==> src/rtl/cla_pipe_adder.sv <==
// ---------------------------------------------------------------------------
// cla_pipe_adder
//   Pipelined carry-lookahead adder/subtractor with valid/ready handshake.
//   The WIDTH-bit add is split into STAGES equal slices. Each slice uses
//   BLOCK-bit CLA groups with group generate/propagate lookahead. Each slice
//   is registered before the next one starts.
//
//   Ports:
//     clk, rst_n            clock, asynchronous active-low reset
//     in_valid / in_ready   operand handshake (a, b, cin, sub)
//     out_valid / out_ready result handshake (s, cout, ovf)
//     sub=1 computes a + ~b + 1 (cin ignored); cout=1 then means no borrow.
//     ovf is the two's-complement overflow of the effective addition.
//
//   Sub-modules (same file):
//     cla_slice  combinational SW-bit CLA built from BLOCK-bit groups
//     cla_stage  one pipeline stage: slice + operand/result/carry registers
// ---------------------------------------------------------------------------

// ---------------------------------------------------------------------------
// cla_slice
//   Combinational SW-bit carry-lookahead adder.
//   Ports: a, b (SW bits), ci -> s (SW bits), co.
//   Bit g/p feed per-group G/P. Group carries are lookahead
//   sum-of-products over G/P. Bit carries inside a group are lookahead
//   over the bit g/p, starting from that group's carry-in.
// ---------------------------------------------------------------------------
module cla_slice #(
    parameter int SW    = 8,
    parameter int BLOCK = 4
) (
    input  logic [SW-1:0] a,
    input  logic [SW-1:0] b,
    input  logic          ci,
    output logic [SW-1:0] s,
    output logic          co
);
    localparam int NG = SW / BLOCK;

    logic [SW-1:0] g, p, c;
    logic [NG-1:0] gg, gp;
    logic [NG:0]   gc;

    assign g = a & b;
    assign p = a ^ b;

    always_comb begin
        logic acc, run;
        gg  = '0;
        gp  = '0;
        gc  = '0;
        c   = '0;
        acc = 1'b0;
        run = 1'b1;

        // Group G/P. Walking down from the MSB, run is the AND of the
        // propagates above bit i.
        for (int j = 0; j < NG; j++) begin
            acc = 1'b0;
            run = 1'b1;
            for (int i = BLOCK - 1; i >= 0; i--) begin
                acc = acc | (run & g[j*BLOCK+i]);
                run = run & p[j*BLOCK+i];
            end
            gg[j] = acc;
            gp[j] = run;
        end

        // Group carries: C[j+1] = OR_m G[m]&P[m+1..j]  |  P[0..j]&ci
        gc[0] = ci;
        for (int j = 0; j < NG; j++) begin
            acc = 1'b0;
            run = 1'b1;
            for (int m = j; m >= 0; m--) begin
                acc = acc | (run & gg[m]);
                run = run & gp[m];
            end
            gc[j+1] = acc | (run & ci);
        end

        // Bit carries inside each group, based on that group's carry-in.
        for (int j = 0; j < NG; j++) begin
            for (int i = 0; i < BLOCK; i++) begin
                acc = 1'b0;
                run = 1'b1;
                for (int k = i - 1; k >= 0; k--) begin
                    acc = acc | (run & g[j*BLOCK+k]);
                    run = run & p[j*BLOCK+k];
                end
                c[j*BLOCK+i] = acc | (run & gc[j]);
            end
        end
    end

    assign s  = p ^ c;
    assign co = gc[NG];
endmodule

// ---------------------------------------------------------------------------
// cla_stage
//   One pipeline stage. It resolves result bits [LO +: SW] from the
//   incoming carry. It then registers the full operands (later slices still
//   need the upper bits), the partial sum, the slice carry-out and an
//   overflow flag. The overflow flag is only meaningful once the MSB is
//   resolved.
//   Ports: ld (stage may load), vin/vout valid in/out, a/b/c/s in and out,
//          ov_o registered overflow.
// ---------------------------------------------------------------------------
module cla_stage #(
    parameter int WIDTH = 16,
    parameter int BLOCK = 4,
    parameter int SW    = 8,
    parameter int LO    = 0
) (
    input  logic             clk,
    input  logic             rst_n,
    input  logic             ld,
    input  logic             vin,
    input  logic [WIDTH-1:0] a_i,
    input  logic [WIDTH-1:0] b_i,
    input  logic             c_i,
    input  logic [WIDTH-1:0] s_i,
    output logic             vout,
    output logic [WIDTH-1:0] a_o,
    output logic [WIDTH-1:0] b_o,
    output logic             c_o,
    output logic [WIDTH-1:0] s_o,
    output logic             ov_o
);
    logic [SW-1:0]    ss;
    logic             co;
    logic [WIDTH-1:0] s_nxt;
    logic             ov_nxt;
    logic             unused_slice;

    cla_slice #(.SW(SW), .BLOCK(BLOCK)) u_slice (
        .a  (a_i[LO+:SW]),
        .b  (b_i[LO+:SW]),
        .ci (c_i),
        .s  (ss),
        .co (co)
    );

    // Incoming result bits in this slice are still zero; the new ones replace them.
    assign unused_slice = ^s_i[LO+:SW];

    always_comb begin
        s_nxt         = s_i;
        s_nxt[LO+:SW] = ss;
    end

    assign ov_nxt = (a_i[WIDTH-1] == b_i[WIDTH-1]) & (s_nxt[WIDTH-1] != a_i[WIDTH-1]);

    // Data loads only with a real transaction. A held result stays stable,
    // and s/cout/ovf always change together.
    always_ff @(posedge clk or negedge rst_n) begin
        if (!rst_n) begin
            vout <= 1'b0;
            a_o  <= '0;
            b_o  <= '0;
            c_o  <= 1'b0;
            s_o  <= '0;
            ov_o <= 1'b0;
        end else begin
            if (ld) vout <= vin;
            if (ld && vin) begin
                a_o  <= a_i;
                b_o  <= b_i;
                c_o  <= co;
                s_o  <= s_nxt;
                ov_o <= ov_nxt;
            end
        end
    end
endmodule

// ---------------------------------------------------------------------------
// cla_pipe_adder (top)
// ---------------------------------------------------------------------------
module cla_pipe_adder #(
    parameter int WIDTH  = 16,
    parameter int BLOCK  = 4,
    parameter int STAGES = 2
) (
    input  logic             clk,
    input  logic             rst_n,
    input  logic             in_valid,
    output logic             in_ready,
    input  logic [WIDTH-1:0] a,
    input  logic [WIDTH-1:0] b,
    input  logic             cin,
    input  logic             sub,
    output logic             out_valid,
    input  logic             out_ready,
    output logic [WIDTH-1:0] s,
    output logic             cout,
    output logic             ovf
);
    localparam int SW = WIDTH / STAGES;

    // Index 0 is the operand input; index k+1 is the output of stage k.
    logic [STAGES:0][WIDTH-1:0] pa, pb, ps;
    logic [STAGES:0]            pc, vld_pipe, ld;
    logic [STAGES:1]            pov;
    logic                       unused_top;

    assign pa[0]       = a;
    assign pb[0]       = sub ? ~b : b;
    assign pc[0]       = sub | cin;
    assign ps[0]       = '0;
    assign vld_pipe[0] = in_valid;

    // ld[k]: stage k may load this cycle. ld[STAGES] is the downstream accept.
    // A stage loads when it is empty or its content moves on. Bubbles
    // therefore collapse, and a full pipeline still advances when out_ready=1.
    always_comb begin
        ld         = '0;
        ld[STAGES] = out_ready;
        for (int k = STAGES - 1; k >= 0; k--)
            ld[k] = ~vld_pipe[k+1] | ld[k+1];
    end

    for (genvar k = 0; k < STAGES; k++) begin : g_stage
        cla_stage #(.WIDTH(WIDTH), .BLOCK(BLOCK), .SW(SW), .LO(k*SW)) u_stage (
            .clk  (clk),
            .rst_n(rst_n),
            .ld   (ld[k]),
            .vin  (vld_pipe[k]),
            .a_i  (pa[k]),
            .b_i  (pb[k]),
            .c_i  (pc[k]),
            .s_i  (ps[k]),
            .vout (vld_pipe[k+1]),
            .a_o  (pa[k+1]),
            .b_o  (pb[k+1]),
            .c_o  (pc[k+1]),
            .s_o  (ps[k+1]),
            .ov_o (pov[k+1])
        );
    end

    // Only the last stage's overflow is a finished result. The final operand copies are dead.
    assign unused_top = ^{pa[STAGES], pb[STAGES], pov};

    assign in_ready  = ld[0];
    assign out_valid = vld_pipe[STAGES];
    assign s         = ps[STAGES];
    assign cout      = pc[STAGES];
    assign ovf       = pov[STAGES];
endmodule
==> config.mk <==
export PLATFORM = sky130hd
export DESIGN_NAME = cla_pipe_adder
export DESIGN_NICKNAME = d
export VERILOG_FILES = /design/src/rtl/cla_pipe_adder.sv
export SDC_FILE = /design/constraint.sdc
export NUM_CORES = 1
export LEC_CHECK = 0
export CAP_MARGIN = 0
export CORE_AREA = 2 2 78 80
export DETAILED_ROUTE_END_ITERATION = 10
export DIE_AREA = 0 0 80 82
export PLACE_DENSITY = 0.74
export SYNTH_ARGS = -nofsm -noshare
export SYNTH_HDL_FRONTEND = slang
export SYNTH_SLANG_ARGS = --single-unit
export TNS_END_PERCENT = 50
==> constraint.sdc <==
create_clock -name clk -period 2 [get_ports clk]
set_input_delay 0.2 -clock clk [delete_from_list [all_inputs] [get_ports clk]]
set_output_delay 0.2 -clock clk [all_outputs]
set_load 0.01 [all_outputs]
==> impl_results.md <==
- Status: finished clean
- 1st-iter DRT viols: 51
- Slew @ Worst Pin: just over 0.6 ns
- Power per Cell Area: 972 nW/um^2
- Core box area: around 5700 sq um
- LEAKAGE: about 1.6 nW
- Via density: 4.86
- Min-Delay Path Class: input port to async pin
- TritonCTS Sinks: 45
- WHS: between 0.4 and 0.5 ns
- Routed wire per std cell: around 13 um
- Bufs on Longest Clock Path: 2
- Mux cell area share after synthesis: between 8 and 9%
- Worst-path cell chain: ha_1 > a21oi_2 > nand4b_1 > nand2_1 > fa_1 > mux2_4
- Synth area leader: dfrtp_1
- Post-synth EDFFs: 0
- Critical-path top delay cell: fa_1
- Full die area: 6560 sq um
- TritonCTS buffer count: 5
- Worst setup margin: a little under 0.06 ns
- # IOs: between 50 and 60
- Worst skew pair latency: 0.29 ns
- H-tree levels: 2
- XOR/XNOR Fraction of Synth Area: about 9%
- Starting Density: around 43%
- Compound-Gate Fraction of Synth Area: about 13%
- First-pass GRT wire length: 8.23 mm
- Final instance area: around 3500 sq um
- CTS root buffer: clkbuf_8
- Total congestion overflow: 0
- Chip width: 80 um
- GP Congestion: between 0.8 and 0.9
- Worst endpoint required time: approximately 2.2 ns
- YS warnings: 0
- Top cells by area, synth: dfrtp_1, ha_1, mux2_2, xor2_1, nand2_1
- Crit end category: register
- Number of global-route vias before repair: around 1,800
- IO Port Bufs: 57
- Max stage delay on crit path: 0.44 ns
- Proportion of layout cells with a drive suffix above 1: a little over a fifth
- Fmax: a little over 0.5 GHz
- Met2 Wirelength: ~2.5 mm
- Most instantiated library cell after synthesis: dfrtp_1
- Mapped Nets: roughly 290
- Slew headroom: about three fifths
- Area post-placement: 3300 sq um
- Critical Path Source: g_stage[0].u_stage.a_o[8]
- Via Count: 1,906
- Clock period minus worst slack: between 1.5 and 2 ns
- Post-synthesis adder-cell area fraction: 11.2%
- Critical path arrival: 2.12 ns
- Synth Cell Area: ~2500 sq um
- DRT Pass-1 Iters: 4
- Period utilization: 97.0%
- Maximum fanout along the worst path: 2
- # Max-Cap Violations: 0
- CTS tree: done
- Clock Skews: just under 0.01 ns
- Largest net degree at the start of global routing: 27
- #FFs+latches synth: 45
- Cell Count, Final, Fillers Out: about 390
- Fin util: between 60 and 70%
- Setup CP Type: register to register
- R2r startpoint: g_stage[0].u_stage.a_o[8]
- Met3 WL: slightly below 300 um
- Initial antenna violation count: 0
- Cell variety after synth: 38
- Met1 wire length: between 2 and 2.5 mm
- Worst-path clk slew: 0.09 ns
- Total track usage: 16.3%
- Top post-synthesis cells by count: dfrtp_1, nand2_1, o21ai_0
- Cells after synthesis: about 230
- Nets: 374
- Largest family of logic cells by synthesized area: compound AO/OA/AOI/OAI gates
- Post-Route WL: 5.06 mm
- Peak VDD IR: 0.412 mV
- CP Launch Type: register
- Pre-CTS setup slack: -0.382 ns
- Die height: slightly above 80 um
- ANT nets after route: 0
- Fin. max-slew vios: 0
- Top sig layer: met4
- Placed Cells: between 300 and 400
- Simple-gate share of the synthesized area: 9.03%
- Half-perimeter wire length after placement: just under 4 mm
- Prevailing post-synth register cell: dfrtp_1
- Final setup violating endpoints: 0
- Seq/Total Area, Yosys: ~45%
- Diodes inserted: 0
- Fraction of registers with async set/reset: between 90% and 100%
- DR DRC count: 0
- Num rows: 28
- RSZ-0062 raised after global routing: true
- Syn avg cell area: about 11 sq um
- Share of the synthesized area in the top cell type: between 40% and 50%
- Final Hold Fails: 0
- Area growth syn-to-layout: 40.9%
## state kept, by name, summed over array words and instances, names as in the netlist
signal,count
g_stage.u_stage.a_o,8
g_stage.u_stage.b_o,8
g_stage.u_stage.c_o,2
g_stage.u_stage.ov_o,1
g_stage.u_stage.s_o,24
g_stage.u_stage.vout,2
## per-layer routing
| layer | global-route usage (%) | vias to the layer above |
|---|---|---|
| li1 | - | 970 |
| met1 | 19.0 | 880 |
| met2 | 28.4 | 50 |
| met3 | 4.73 | 6 |
| met4 | 6.10 | 0 |
| met5 | 0 | - |
## per-stage QoR
| step | TNS, ns | power (mW) |
|---|---|---|
| final | 0 | 3.41 |
| after global routing | -0.0392 | 3.65 |
| after detailed placement | -1.68 | 2.68 |
| after CTS | -0.107 | 3.41 |
| after global placement | -1.60 | 2.65 |
| after floorplan | -0.00166 | 2.03 |
## repair_timing
action                                  in CTS  in global routing
endpoints found under the setup margin       3                  7
hold buffers                                 1                  0
endpoints found under the hold margin       24                  0
setup buffers                                2                  2
gates resized for setup                      3                 11
pin swaps                                    2                 15
## layout make-up
type                            instances  area (sq um)
Sequential cell                        45          1130
Tap cell                               75          93.8
Fill cell                             516          2230
Clock buffer                            7          86.3
Multi-Input combinational cell        162          1310
Clock inverter                          1          30.0
Timing Repair Buffer                   89           820
Inverter                               13          48.8
## power breakdown
part	internal (mW)	total, mW	switching [mW]
logic	0.805	1.40	0.591
clock network	0.408	0.707	0.299
registers	1.17	1.31	0.145
total	2.38	3.41	1.04
## cells by family (layout without fill, tap and decap cells)
logic type	count (synthesis)	in the layout
buffers and inverters	22	110
AND/OR/NAND/NOR	48	48
XOR/XNOR	25	25
AO/OA/AOI/OAI	50	50
multiplexers	19	19
adder cells (fa/ha/maj)	20	20
flip-flops	45	45
## final timing paths
path                                                   end  slack (ns)  depth (start not counted)
worst max-delay path            g_stage[1].u_stage.s_o[12]        0.06                          6
worst min-delay path            g_stage[0].u_stage.b_o[14]        0.44                          2
worst max register to register  g_stage[1].u_stage.s_o[12]        0.06                          6
worst min register to register   g_stage[0].u_stage.s_o[1]        0.48                          2
max in group asynchronous        g_stage[1].u_stage.s_o[0]        0.98                          3
min in group clk                 g_stage[0].u_stage.s_o[1]        0.48                          2
## layout by cell type (no fill, tap or decap), drive strengths merged, types with 4 or more instances in the layout
master and instances:
mux2 17, xnor2 11, clkbuf 7, o21ai 19, a21oi 10, dfrtp 45, xor2 14, ha 16
buf 32, clkdlybuf4s50 53, a21o 5, fa 4, inv 13, nand2 29, nand2b 4
## critical path, delay by kind of cell, from the launching register on
kind,cells,cell delay (ns)
adder cells (fa/ha/maj),2,0.77
AO/OA/AOI/OAI,1,0.16
flip-flops,1,0.40
multiplexers,1,0.26
AND/OR/NAND/NOR,2,0.23
Power figures use the tool's default switching activity.
